**config.mk**
```make
export PLATFORM = sky130hd
export DESIGN_NAME = mss_ccc_divgen_flat
export DESIGN_NICKNAME = d
export VERILOG_FILES = /design/src/rtl/mss_ccc_divgen_if.sv /design/src/rtl/mss_ccc_divgen.sv /design/src/flat_wrapper.sv
export SDC_FILE = /design/constraint.sdc
export NUM_CORES = 1
export LEC_CHECK = 0
export ABC_CLOCK_PERIOD_IN_PS = 2500
export BUFFER_PORTS_ARGS = -buffer_cell sky130_fd_sc_hd__buf_4
export CORE_MARGIN = 1.5
export CORE_UTILIZATION = 40
export DETAILED_ROUTE_END_ITERATION = 7
export GPL_TIMING_DRIVEN = 0
export SLEW_MARGIN = 5
export SYNTH_ARGS = -nofsm -noshare
export SYNTH_HDL_FRONTEND = slang
export SYNTH_SLANG_ARGS = --single-unit
```
**constraint.sdc**
```tcl
create_clock -name CLKA -period 2.5 [get_ports CLKA]
set_clock_uncertainty 0.15 [all_clocks]
set_input_delay 0 -clock CLKA [delete_from_list [all_inputs] [get_ports CLKA]]
set_output_delay 0 -clock CLKA [all_outputs]
set_load 0.005 [all_outputs]
```
**src/rtl/mss_ccc_divgen_if.sv**
```systemverilog
// ============================================================================
//  Module   : mss_ccc_divgen_if
//  Purpose  : Configuration and clock-output bundle of the divider generator.
//             The master side writes channel configurations; the slave side
//             (the divider block) returns status, strobes and divided clocks.
//  Signals  : CFG_WE      - configuration write strobe
//             CFG_CH      - target channel index
//             CFG_DIV     - divide code D (channel period D+1 cycles)
//             CFG_BYPASS  - bypass request for the target channel
//             CFG_ERR     - one-cycle pulse for a rejected write
//             CFG_BUSY    - per-channel "configuration pending" flag
//             CLKEN       - per-channel one-cycle enable strobe
//             CLKOUT      - per-channel registered divided clock
//             LOCK        - all channels stable for LOCK_CYC cycles
//  Revision : 1.0 - initial release
// ============================================================================
`default_nettype none

interface mss_ccc_divgen_if #(
  parameter int NCH  = 3,
  parameter int DIVW = 5
);
  logic            CFG_WE;
  logic [1:0]      CFG_CH;
  logic [DIVW-1:0] CFG_DIV;
  logic            CFG_BYPASS;
  logic            CFG_ERR;
  logic [NCH-1:0]  CFG_BUSY;
  logic [NCH-1:0]  CLKEN;
  logic [NCH-1:0]  CLKOUT;
  logic            LOCK;

  modport master (
    output CFG_WE, CFG_CH, CFG_DIV, CFG_BYPASS,
    input  CFG_ERR, CFG_BUSY, CLKEN, CLKOUT, LOCK
  );

  modport slave (
    input  CFG_WE, CFG_CH, CFG_DIV, CFG_BYPASS,
    output CFG_ERR, CFG_BUSY, CLKEN, CLKOUT, LOCK
  );
endinterface

`default_nettype wire

```
**src/rtl/mss_ccc_divgen.sv**
```systemverilog
// ============================================================================
//  Module   : mss_ccc_divgen
//  Purpose  : Multi-channel programmable clock-enable / divided-clock
//             generator with glitch-free reconfiguration and a lock monitor.
//  Ports    : CLKA   - source clock, all logic on its rising edge
//             RESETN - asynchronous active-low reset
//             bus    - mss_ccc_divgen_if.slave (config in, status/clocks out)
//  Params   : NCH      - number of channels (1..4)
//             DIVW     - divide-code width
//             DEF_DIV  - divide code loaded at reset
//             LOCK_CYC - stable cycles required before LOCK (2..65535)
//  Revision : 1.0 - initial release
// ============================================================================
`default_nettype none

module mss_ccc_divgen #(
  parameter int NCH      = 3,
  parameter int DIVW     = 5,
  parameter int DEF_DIV  = 3,
  parameter int LOCK_CYC = 64
) (
  input wire              CLKA,
  input wire              RESETN,
  mss_ccc_divgen_if.slave bus
);

  localparam logic [15:0]     c_lock_last = 16'(LOCK_CYC - 1);
  localparam logic [DIVW-1:0] c_def_div   = DIVW'(DEF_DIV);

  logic            w_ch_ok;
  logic            w_acc;
  logic            w_quiet;
  logic [NCH-1:0]  w_busy;
  logic [NCH-1:0]  w_clken;
  logic [NCH-1:0]  w_clkout;

  // Channel indices beyond NCH are rejected rather than aliased.
  assign w_ch_ok = (int'(bus.CFG_CH) < NCH);
  assign w_acc   = bus.CFG_WE && w_ch_ok;

  // --------------------------------------------------------------------------
  // Divider channels
  // --------------------------------------------------------------------------
  for (genvar gi = 0; gi < NCH; gi++) begin : g_ch
    logic [DIVW-1:0] r_act_div;
    logic            r_act_byp;
    logic [DIVW-1:0] r_pend_div;
    logic            r_pend_byp;
    logic            r_pend_vld;
    logic [DIVW-1:0] r_cnt;
    logic            r_clken;
    logic            r_clkout;
    logic            w_sel;
    logic            w_tc;
    logic            w_apply;

    assign w_sel   = w_acc && (bus.CFG_CH == 2'(gi));
    assign w_tc    = !r_act_byp && (r_cnt == '0);
    // New settings only take effect on a period boundary so the output
    // never produces a runt pulse; in bypass every cycle is a boundary.
    assign w_apply = r_pend_vld && (r_act_byp || w_tc);

    always_ff @(posedge CLKA or negedge RESETN) begin
      if (!RESETN) begin
        r_act_div  <= c_def_div;
        r_act_byp  <= 1'b0;
        r_pend_div <= '0;
        r_pend_byp <= 1'b0;
        r_pend_vld <= 1'b0;
        r_cnt      <= c_def_div;
        r_clken    <= 1'b0;
        r_clkout   <= 1'b0;
      end else begin
        if (r_act_byp || w_tc) begin
          r_clken  <= 1'b1;
          r_clkout <= ~r_clkout;
        end else begin
          r_clken  <= 1'b0;
        end

        if (w_apply) begin
          r_act_div <= r_pend_div;
          r_act_byp <= r_pend_byp;
          r_cnt     <= r_pend_byp ? '0 : r_pend_div;
        end else if (r_act_byp) begin
          r_cnt <= '0;
        end else if (w_tc) begin
          r_cnt <= r_act_div;
        end else begin
          r_cnt <= r_cnt - 1'b1;
        end

        // A write colliding with an apply wins, so the slot stays valid.
        if (w_sel) begin
          r_pend_div <= bus.CFG_DIV;
          r_pend_byp <= bus.CFG_BYPASS;
          r_pend_vld <= 1'b1;
        end else if (w_apply) begin
          r_pend_vld <= 1'b0;
        end
      end
    end

    assign w_busy[gi]   = r_pend_vld;
    assign w_clken[gi]  = r_clken;
    assign w_clkout[gi] = r_clkout;
  end

  // --------------------------------------------------------------------------
  // Lock monitor and error pulse
  // --------------------------------------------------------------------------
  typedef enum logic [1:0] {
    S_WAIT   = 2'd0,
    S_COUNT  = 2'd1,
    S_LOCKED = 2'd2
  } lock_st_t;

  lock_st_t    r_state;
  logic [15:0] r_stable;
  logic        r_lock;
  logic        r_err;

  assign w_quiet = (w_busy == '0) && !w_acc;

  always_ff @(posedge CLKA or negedge RESETN) begin
    if (!RESETN) begin
      r_state  <= S_WAIT;
      r_stable <= '0;
      r_lock   <= 1'b0;
      r_err    <= 1'b0;
    end else begin
      r_err <= bus.CFG_WE && !w_ch_ok;
      case (r_state)
        S_WAIT: begin
          r_state  <= S_COUNT;
          r_stable <= '0;
          r_lock   <= 1'b0;
        end
        S_COUNT: begin
          if (!w_quiet) begin
            r_stable <= '0;
          end else if (r_stable == c_lock_last) begin
            // LOCK_CYC consecutive quiet cycles seen (0..LOCK_CYC-1).
            r_state  <= S_LOCKED;
            r_stable <= '0;
            r_lock   <= 1'b1;
          end else begin
            r_stable <= r_stable + 16'd1;
          end
        end
        S_LOCKED: begin
          if (w_acc) begin
            r_state  <= S_COUNT;
            r_stable <= '0;
            r_lock   <= 1'b0;
          end
        end
        default: begin
          r_state  <= S_WAIT;
          r_stable <= '0;
          r_lock   <= 1'b0;
        end
      endcase
    end
  end

  assign bus.CFG_ERR  = r_err;
  assign bus.CFG_BUSY = w_busy;
  assign bus.CLKEN    = w_clken;
  assign bus.CLKOUT   = w_clkout;
  assign bus.LOCK     = r_lock;

endmodule

`default_nettype wire

```
**src/flat_wrapper.sv**
```systemverilog
// flat-port wrapper written by rule: the top's interface ports become plain ports
module mss_ccc_divgen_flat 
#(
  parameter int NCH      = 3,
  parameter int DIVW     = 5,
  parameter int DEF_DIV  = 3,
  parameter int LOCK_CYC = 64
)
  (CLKA, RESETN, bus_CFG_WE, bus_CFG_CH, bus_CFG_DIV, bus_CFG_BYPASS, bus_CFG_ERR, bus_CFG_BUSY, bus_CLKEN, bus_CLKOUT, bus_LOCK);
  mss_ccc_divgen_if #(.NCH(NCH), .DIVW(DIVW)) bus_i ();
  input wire CLKA;
  input wire RESETN;
  input wire logic [$bits(bus_i.CFG_WE)-1:0] bus_CFG_WE;
  input wire logic [$bits(bus_i.CFG_CH)-1:0] bus_CFG_CH;
  input wire logic [$bits(bus_i.CFG_DIV)-1:0] bus_CFG_DIV;
  input wire logic [$bits(bus_i.CFG_BYPASS)-1:0] bus_CFG_BYPASS;
  output wire logic [$bits(bus_i.CFG_ERR)-1:0] bus_CFG_ERR;
  output wire logic [$bits(bus_i.CFG_BUSY)-1:0] bus_CFG_BUSY;
  output wire logic [$bits(bus_i.CLKEN)-1:0] bus_CLKEN;
  output wire logic [$bits(bus_i.CLKOUT)-1:0] bus_CLKOUT;
  output wire logic [$bits(bus_i.LOCK)-1:0] bus_LOCK;
  assign bus_i.CFG_WE = bus_CFG_WE;
  assign bus_i.CFG_CH = bus_CFG_CH;
  assign bus_i.CFG_DIV = bus_CFG_DIV;
  assign bus_i.CFG_BYPASS = bus_CFG_BYPASS;
  assign bus_CFG_ERR = bus_i.CFG_ERR;
  assign bus_CFG_BUSY = bus_i.CFG_BUSY;
  assign bus_CLKEN = bus_i.CLKEN;
  assign bus_CLKOUT = bus_i.CLKOUT;
  assign bus_LOCK = bus_i.LOCK;
  mss_ccc_divgen #(.NCH(NCH), .DIVW(DIVW), .DEF_DIV(DEF_DIV), .LOCK_CYC(LOCK_CYC)) u_core (.CLKA(CLKA), .RESETN(RESETN), .bus(bus_i));
endmodule
```
-- Word level (Yosys, flattened, before mapping)
Cells that the tools add are included.
- bits in registers: 80
- bits in latches: 0
- RAM bits: 0
- memory bits (read-only): 0
- input bits: 11
- output and inout port bits: 11
- word-level logic and storage cells: 107
- memories kept: 0
- add/sub/neg operators: 4
- multipliers: 0
- divide/modulo/power cells: 0
- $lt $le $gt $ge: 1
- eq/ne operators: 8
- shifts and indexed selects: 0
- mux-type cells: 33
- bitwise operators: 3
- reductions and logical operators: 30
- operator list (operator ; number):
    $mux 5 ; 12
    $mux 16 ; 3
    $pmux 16 s2 ; 1
    $add 16x1->16 const B ; 1
    $eq 16x6->1 const B ; 1
    $logic_not 5->1 ; 3
    $sub 5x1->5 const B ; 3
    $logic_and 1x1->1 ; 12
    $mux 1 ; 12
    $mux 2 ; 3
    $ne 2x1->1 const B ; 3
    $pmux 2 s3 ; 1
    $reduce_bool 2->1 ; 3
    $logic_not 1->1 ; 5
    $eq 2x1->1 const B ; 2
    $eq 2x2->1 const B ; 2
    $logic_not 2->1 ; 2
    $logic_not 3->1 ; 1
    $logic_or 1x1->1 ; 3
    $not 1->1 ; 3
    $reduce_and 3->1 ; 1
    $lt 2x2->1 const B ; 1
    $pmux 1 s2 ; 1

-- Depth between registers and ports, before layout
Gate-level depths: netlist of run 1.
- depth in word-level cells: 6
- gate-level depth with buffers: 7
- mapped depth without buffers: 6

-- Worst setup path before layout of run 1
OpenSTA, ideal clock, no wires.
- path kind: flip-flop to flip-flop
- start point: register u_core.g_ch[0].r_cnt[0]
- end point: register u_core.g_ch[0].r_cnt[2]
- library setup time: 0.121 ns
- data arrival time: 1.661 ns
- required time: 2.229 ns
- slack: 0.568 ns
- stages on the path, launching flop included: 7
- buffers on the path: 0
- period minus slack after synthesis: 1.932 ns
- cell sequence: dfstp_2 inv_1 ha_1 nor4b_4 o21ai_1 nor2_1 a22o_1
- word-level cells in the longest chain between the ends: 5
- elaborated cells on any way between the ends: 8
- classes of those cells: 1 x add/sub; 3 x mux; 4 x reduce/logical
- ends and longest elaborated chain (item ; line ; RTL):
    start, declared ; mss_ccc_divgen.sv:50 ; logic [DIVW-1:0] r_cnt;
    start signal, assigned ; mss_ccc_divgen.sv:70 ; r_cnt <= c_def_div;
    start signal, assigned ; mss_ccc_divgen.sv:84 ; r_cnt <= r_pend_byp ? '0 : r_pend_div;
    start signal, assigned ; mss_ccc_divgen.sv:88 ; r_cnt <= r_act_div;
    parallel branches: the longest is 4 deep, another holds $sub 5x1->5 ; n/a ;
    $mux 5 (*) ; mss_ccc_divgen.sv:81 ; if (w_apply) begin
Every way passes the cells marked *.
A chain may end at the register's enable or synchronous reset.

-- Worst setup path after layout of run 1
Same ends and word-level chain as after synthesis.

==> results of run 1 <==
==> per-layer routing <==
metal | up-vias | share of wire (%) | GRT usage (%) | wire length (um)
li1 | 1347 | - | - | -
met2 | 65 | 47 | 26.2 | 3540
met4 | 0 | 1.5 | 6.39 | 116
met3 | 10 | 4.0 | 3.55 | 301
met5 | - | 0 | 0 | 0
met1 | 1378 | 48 | 23.4 | 3620
==> final cells by class <==
| cell class | count | share of cell area (%) |
|---|---|---|
| multi-input combinational | 224 | 36.8 |
| tap | 111 | 3.16 |
| clock inverter | 7 | 1.28 |
| sequential | 79 | 45.3 |
| inverter | 20 | 1.71 |
| clock buffer | 9 | 2.82 |
| buffer | 18 | 2.33 |
| timing repair buffer | 34 | 6.55 |
==> registers in the layout, indices dropped and copies added (netlist names) <==
register and flops:
u_core.bus.CFG_ERR 1, u_core.g_ch.r_act_byp 3, u_core.g_ch.r_act_div 15, u_core.g_ch.r_clken 3, u_core.g_ch.r_clkout 3, u_core.g_ch.r_cnt 15, u_core.g_ch.r_pend_byp 3, u_core.g_ch.r_pend_div 15
u_core.g_ch.r_pend_vld 3, u_core.r_stable 16, u_core.r_state 2
==> timing repair <==
action / CTS / global route
hold buffers: 13 / 0
gates resized for setup: 0 / 1
endpoints found under the setup margin: 0 / 1
setup buffers: 0 / 0
hold endpoints to repair: 87 / 0
==> stage by stage <==
| step | total power, mW | hold WS (ns) | utilization [%] | worst slack [ns] | std cells |
|---|---|---|---|---|---|
| after floorplan | 3.26 | -0.446 | - | 0.568 | 341 |
| after global placement | 3.67 | 0.0852 | 44.3 | 0.257 | 473 |
| after detailed placement | 3.74 | 0.0806 | 44.3 | 0.216 | 473 |
| after CTS | 4.64 | 0.242 | 47.7 | 0.108 | 502 |
| after global routing | 4.95 | 0.282 | 47.8 | 0.0734 | 502 |
| final | 4.59 | 0.171 | 47.8 | 0.230 | 502 |
==> kinds of logic after synthesis <==
logic type,count (synthesis)
mux,32
fa+ha+maj,4
simple gates,112
compound gates,70
flops,79
buf+inv,38
xor+xnor,6
==> synthesized netlist by cell type (all sizes together) (2+ instances only) <==
library cell   n  area share (%)
nor2b          2            0.33
a21boi         3            0.60
and2           3            0.50
mux2          32             9.5
a221o          3            0.79
ha             4             1.3
clkbuf         6            0.60
or3            3            0.50
xnor2          6             1.4
nand3b         2            0.40
inv           20             2.0
a31oi         14             2.3
nor4           3            0.50
dfrtp         67              44
nand3         18             2.4
nor4b          4             1.5
buf           12             2.1
nand4         11             1.8
dfstp         12             8.3
o31ai          3            0.60
or4            6             1.2
nand2         17             1.8
o2bb2ai       11             2.5
and4           5             1.2
a22o           5             1.2
a21o           2            0.43
nor3           4            0.96
nor2          26             2.6
o22ai          3            0.50
a21oi          8             1.1
and3           3            0.53
o21ai         14             1.9
==> power groups by stage <==
stage / sequential, mW / combinational (mW) / clock, mW
6_report: 2.08 / 1.64 / 0.871
5_1_grt: 2.15 / 1.84 / 0.960
4_1_cts: 2.08 / 1.66 / 0.903
3_5_place_dp: 2.10 / 1.64 / 0
3_3_place_gp: 2.09 / 1.59 / 0
2_1_floorplan: 2.00 / 1.26 / 0
==> final timing paths <==
path / from / end / slack [ns] / cells past startpoint
hold / removal: RESETN / u_core.g_ch[1].r_clkout / 0.17 / 2
setup reg to reg: u_core.g_ch[0].r_cnt[0] / u_core.g_ch[0].r_cnt[2] / 0.23 / 6
max in group asynchronous: RESETN / u_core.g_ch[0].r_act_div[3] / 1.35 / 2
min in group CLKA: bus_CFG_DIV[0] / u_core.g_ch[2].r_pend_div[0] / 0.30 / 3
hold reg to reg: u_core.g_ch[0].r_clkout / u_core.g_ch[0].r_clkout / 0.33 / 1
setup / recovery: u_core.g_ch[0].r_cnt[0] / u_core.g_ch[0].r_cnt[2] / 0.23 / 6
==> metrics.txt, run 1 <==
Worst-Margin Slew=1.00 ns; Period minus WS final=2.27 ns; mapped cell area=0.00378 mm2; Die Y=100 um; # rows=35; Mapped Cells=341; Primary FF master, synth=dfrtp_1; RSZ-0062 raised after global routing=no; clk sinks=79; Synth Area in XOR/XNOR=1.39%; DRT Wirelength=7.58 mm; IO Pins=22; GP Congestion=0.917; multi-input logic area=0.00162 mm2; Synth Register Bits=79; Slowest cell on crit path=dfstp_2; post-route ant nets=0; # diodes=0; Post-Synth Simple-Gate Area=17.4%; final instance area=0.00439 mm2; DIE AREA=0.0100 mm2; share of power burned in registers=45.2%; number of global-route vias before repair=2,685; Crit path max-delay family=compound AO/OA/AOI/OAI gates; CP arrival=2.36 ns; Setup-failing EPs final=0; nets=401; critical path launch point type=flip-flop; initial antenna violation count=0; Hold WC Path Type=input pin to async pin; 1st-pass router iterations=4; Fmax=441 MHz; global-route wire length before repair=13.3 mm; post-DR vias/cell=5.58; layout cells sized above 1=26.1%; Die Wd=100 um; routed vias=2,800; fin. max-slew vios=0; final setup TNS=0 ns; maxcap violations=0; commonest cells after routing, fill and taps aside=dfrtp_1 (67), mux2_2 (32), buf_4 (30); total CTS buffers=9; pin count of the biggest net entering global routing=80; area grow syn2layout=16.2%; Initial Util=41.1%; EDFF count, synth=0; clock power share=19.0%; Worst EP required=2.59 ns; commonest non-fill, non-tap cell in the layout=dfrtp_1; root buffer cell=clkbuf_8; ys async rst share=100%; H-tree depth=3; critical path type=flip-flop to flip-flop; Post-DP Area=0.00408 mm2; Gate power share=35.8%; status=finished, final reports clean; post-synthesis compound-gate area fraction=12.9%; Crit. End Element=flip-flop; Seq. cell area=0.00199 mm2; First DRT Iteration DRCs=97; WL per Instance=15.1 um; largest family of logic cells by synthesized area=simple AND/OR/NAND/NOR gates; Slew Limit Headroom=33.3%; maximum vdd drop=448 uV; crit path cell chain=inv_1 -> ha_1 -> nor4b_4 -> o21ai_1 -> nor2_1 -> a22o_1; DR DRC count=0; CP peak stage delay=0.56 ns; post-synthesis sequential area ratio=52.7%; adder-cell share of the synthesized area=1.32%; filler cell count=855; Pwr Density=1040 mW/mm2; GRT Util Overall=16.9%; Synth Net Count=356; Synth Warn #=0; Detail Placement HPWL=5.28 mm; final hold vios=0; CTS tree=yes; quantity of I/O buffers inserted on ports=21; leakage power=1.88 nW; Internal=2.99 mW; Sw Pwr=1.60 mW; Longest Clk Path Bufs=2; worst-path maximum fanout=10; gr ovfl total=0; count of cell types in the netlist=51; core region area=0.00920 mm2; mux cell area share after synthesis=9.53%; clk slew on worst S/H paths=0.09 ns; switching share of power=34.9%; Crit path buffers/inverters=1; Syn Area/Cell=11.1 um2; period utilization=90.8%; Worst-Skew Late Latency=0.35 ns
Power figures use the tool's default switching activity.
==> inputs of run 2 (changes only) <==
--- a/config.mk
+++ b/config.mk
@@ -5,7 +5,7 @@
 export SDC_FILE = /design/constraint.sdc
 export NUM_CORES = 1
 export LEC_CHECK = 0
-export ABC_CLOCK_PERIOD_IN_PS = 2500
+export ABC_CLOCK_PERIOD_IN_PS = 2400
 export BUFFER_PORTS_ARGS = -buffer_cell sky130_fd_sc_hd__buf_4
 export CORE_MARGIN = 1.5
 export CORE_UTILIZATION = 40
==> constraint.sdc (replaced) <==
create_clock -name CLKA -period 2.4 [get_ports CLKA]
set_clock_uncertainty 0.15 [all_clocks]
set_input_delay 0 -clock CLKA [delete_from_list [all_inputs] [get_ports CLKA]]
set_output_delay 0 -clock CLKA [all_outputs]
set_load 0.005 [all_outputs]
==> run 2 against run 1 <==
Compared with the run above: wire length up 0.99%; global-route usage is 0.13 points higher; count of clock-buffer cells in the layout stayed put; final area grew 0.14%; sequential cell count stayed put; critical path type unchanged.
==> metrics.txt, run 2 (synthesis results as in run 1) <==
status=finished, final reports clean; share of power burned in registers=45.2%; RSZ-0062 raised after global routing=no; PnR worst setup slack=0.206 ns; Sw Pwr=1.67 mW; critical path type=flip-flop to flip-flop; nets=402; Fmax=456 MHz; global-route wire length before repair=13.4 mm; final hold vios=0; Crit. End Element=flip-flop; routed vias=2,804; Hold WC Path Type=input pin to async pin; CP arrival=2.29 ns; filler cell count=852; post-route core utilization=47.9%; Setup-failing EPs final=0; CTS tree=yes; Longest Clk Path Bufs=2; Highest Signal Layer=met4; GRT Util Overall=17.0%; Gate power share=35.8%; core region area=0.00920 mm2; switching share of power=35.0%; H-tree depth=3; M1 WL=3.67 mm; Worst-Skew Late Latency=0.35 ns; commonest cells after routing, fill and taps aside=dfrtp_1 (67), mux2_2 (32), buf_4 (30); final setup TNS=0 ns; leakage power=1.88 nW; commonest non-fill, non-tap cell in the layout=dfrtp_1; area grow syn2layout=16.4%; WL per Instance=15.2 um; post-route ant nets=0; clk sinks=79; initial antenna violation count=0; Period minus WS final=2.19 ns; Worst-Margin Slew=1.01 ns; 1st-pass router iterations=4; gr ovfl total=0; Slew Limit Headroom=32.7%; Internal=3.11 mW; Die Wd=100 um; Post-CTS Setup Inserts=0; pin count of the biggest net entering global routing=80; met3 wire length=313 um; quantity of I/O buffers inserted on ports=21; worst-path maximum fanout=10; Tot Pwr=4.78 mW; clock power share=19.0%; Top reg by flops=u_core.r_stable; Place WS=0.116 ns; GP Congestion=0.917; DR DRC count=0; Die Y=100 um; Hold Slack=0.175 ns; Detail Placement HPWL=5.28 mm; # rows=35; fin. max-slew vios=0; maxcap violations=0; max reg flops=16; root buffer cell=clkbuf_8; maximum vdd drop=467 uV; # diodes=0; Initial Util=41.1%; period utilization=91.4%; number of global-route vias before repair=2,701; critical path launch point type=flip-flop; clk slew on worst S/H paths=0.09 ns; Worst EP required=2.49 ns; DIE AREA=0.0100 mm2; IO Pins=22; layout cells sized above 1=26.3%; WL met2=3.56 mm; post-DR vias/cell=5.57; Pwr Density=1090 mW/mm2; First DRT Iteration DRCs=103; total CTS buffers=9; DRT Wirelength=7.65 mm
run 2: cell types whose count changed in the layout (fill, tap and decap cells not counted), sizes merged:
cell	previous run	this run
dlygate4sd3	13	14
run 2: power groups by stage:
stage / clock, mW / combinational (mW) / sequential, mW
detailed placement: 0 / 1.70 / 2.19
CTS: 0.941 / 1.73 / 2.17
global route: 1.00 / 1.91 / 2.24
floorplan: 0 / 1.31 / 2.09
global placement: 0 / 1.65 / 2.17
finish: 0.909 / 1.71 / 2.16
run 2: final cells by class:
class                      instances  area (um2)  area share, %
tap                              111         139           3.16
inverter                          20        75.1           1.71
clock buffer                       9         124           2.81
clock inverter                     7        56.3           1.28
timing repair buffer              35         298           6.77
multi-input combinational        224        1610           36.7
sequential                        79        1990           45.3
buffer                            18         103           2.33
run 2: path summary, 6_finish.rpt:
kind / startpoint / end / slack [ns] / depth (start not counted)
setup / recovery: u_core.g_ch[0].r_cnt[0] / u_core.g_ch[0].r_cnt[2] / 0.21 / 6
hold / removal: RESETN / u_core.g_ch[1].r_clkout / 0.18 / 2
setup reg to reg: u_core.g_ch[0].r_cnt[0] / u_core.g_ch[0].r_cnt[2] / 0.21 / 6
hold reg to reg: u_core.g_ch[0].r_clkout / u_core.g_ch[0].r_clkout / 0.33 / 1
max in group asynchronous: RESETN / u_core.g_ch[0].r_act_div[3] / 1.24 / 2
min in group CLKA: bus_CFG_DIV[0] / u_core.g_ch[2].r_pend_div[0] / 0.30 / 3
run 2: metrics by stage:
stage | instance area [um2] | std cells
floorplan | 3780 | 341
global placement | 4080 | 473
global route | 4400 | 503
CTS | 4400 | 503
detailed placement | 4080 | 473
finish | 4400 | 503
run 2: per-layer routing:
| metal | track usage (%) | up-vias |
|---|---|---|
| met2 | 26.4 | 70 |
| li1 | - | 1347 |
| met3 | 3.55 | 10 |
| met5 | 0 | - |
| met1 | 23.6 | 1377 |
| met4 | 6.39 | 0 |
run 2: repair_timing:
action / 4_1_cts / 5_1_grt
endpoints found under the hold margin: 87 / 0
setup endpoints to repair: 0 / 4
resized for setup: 0 / 1
hold buffers: 14 / 0
run 2: critical path, stage by stage, from the launching register on:
cell and delay [ns]:
dfstp_2 0.56, inv_1 0.04, ha_1 0.23, nor4b_4 0.18, o21ai_1 0.51, nor2_2 0.16
a22o_1 0.26
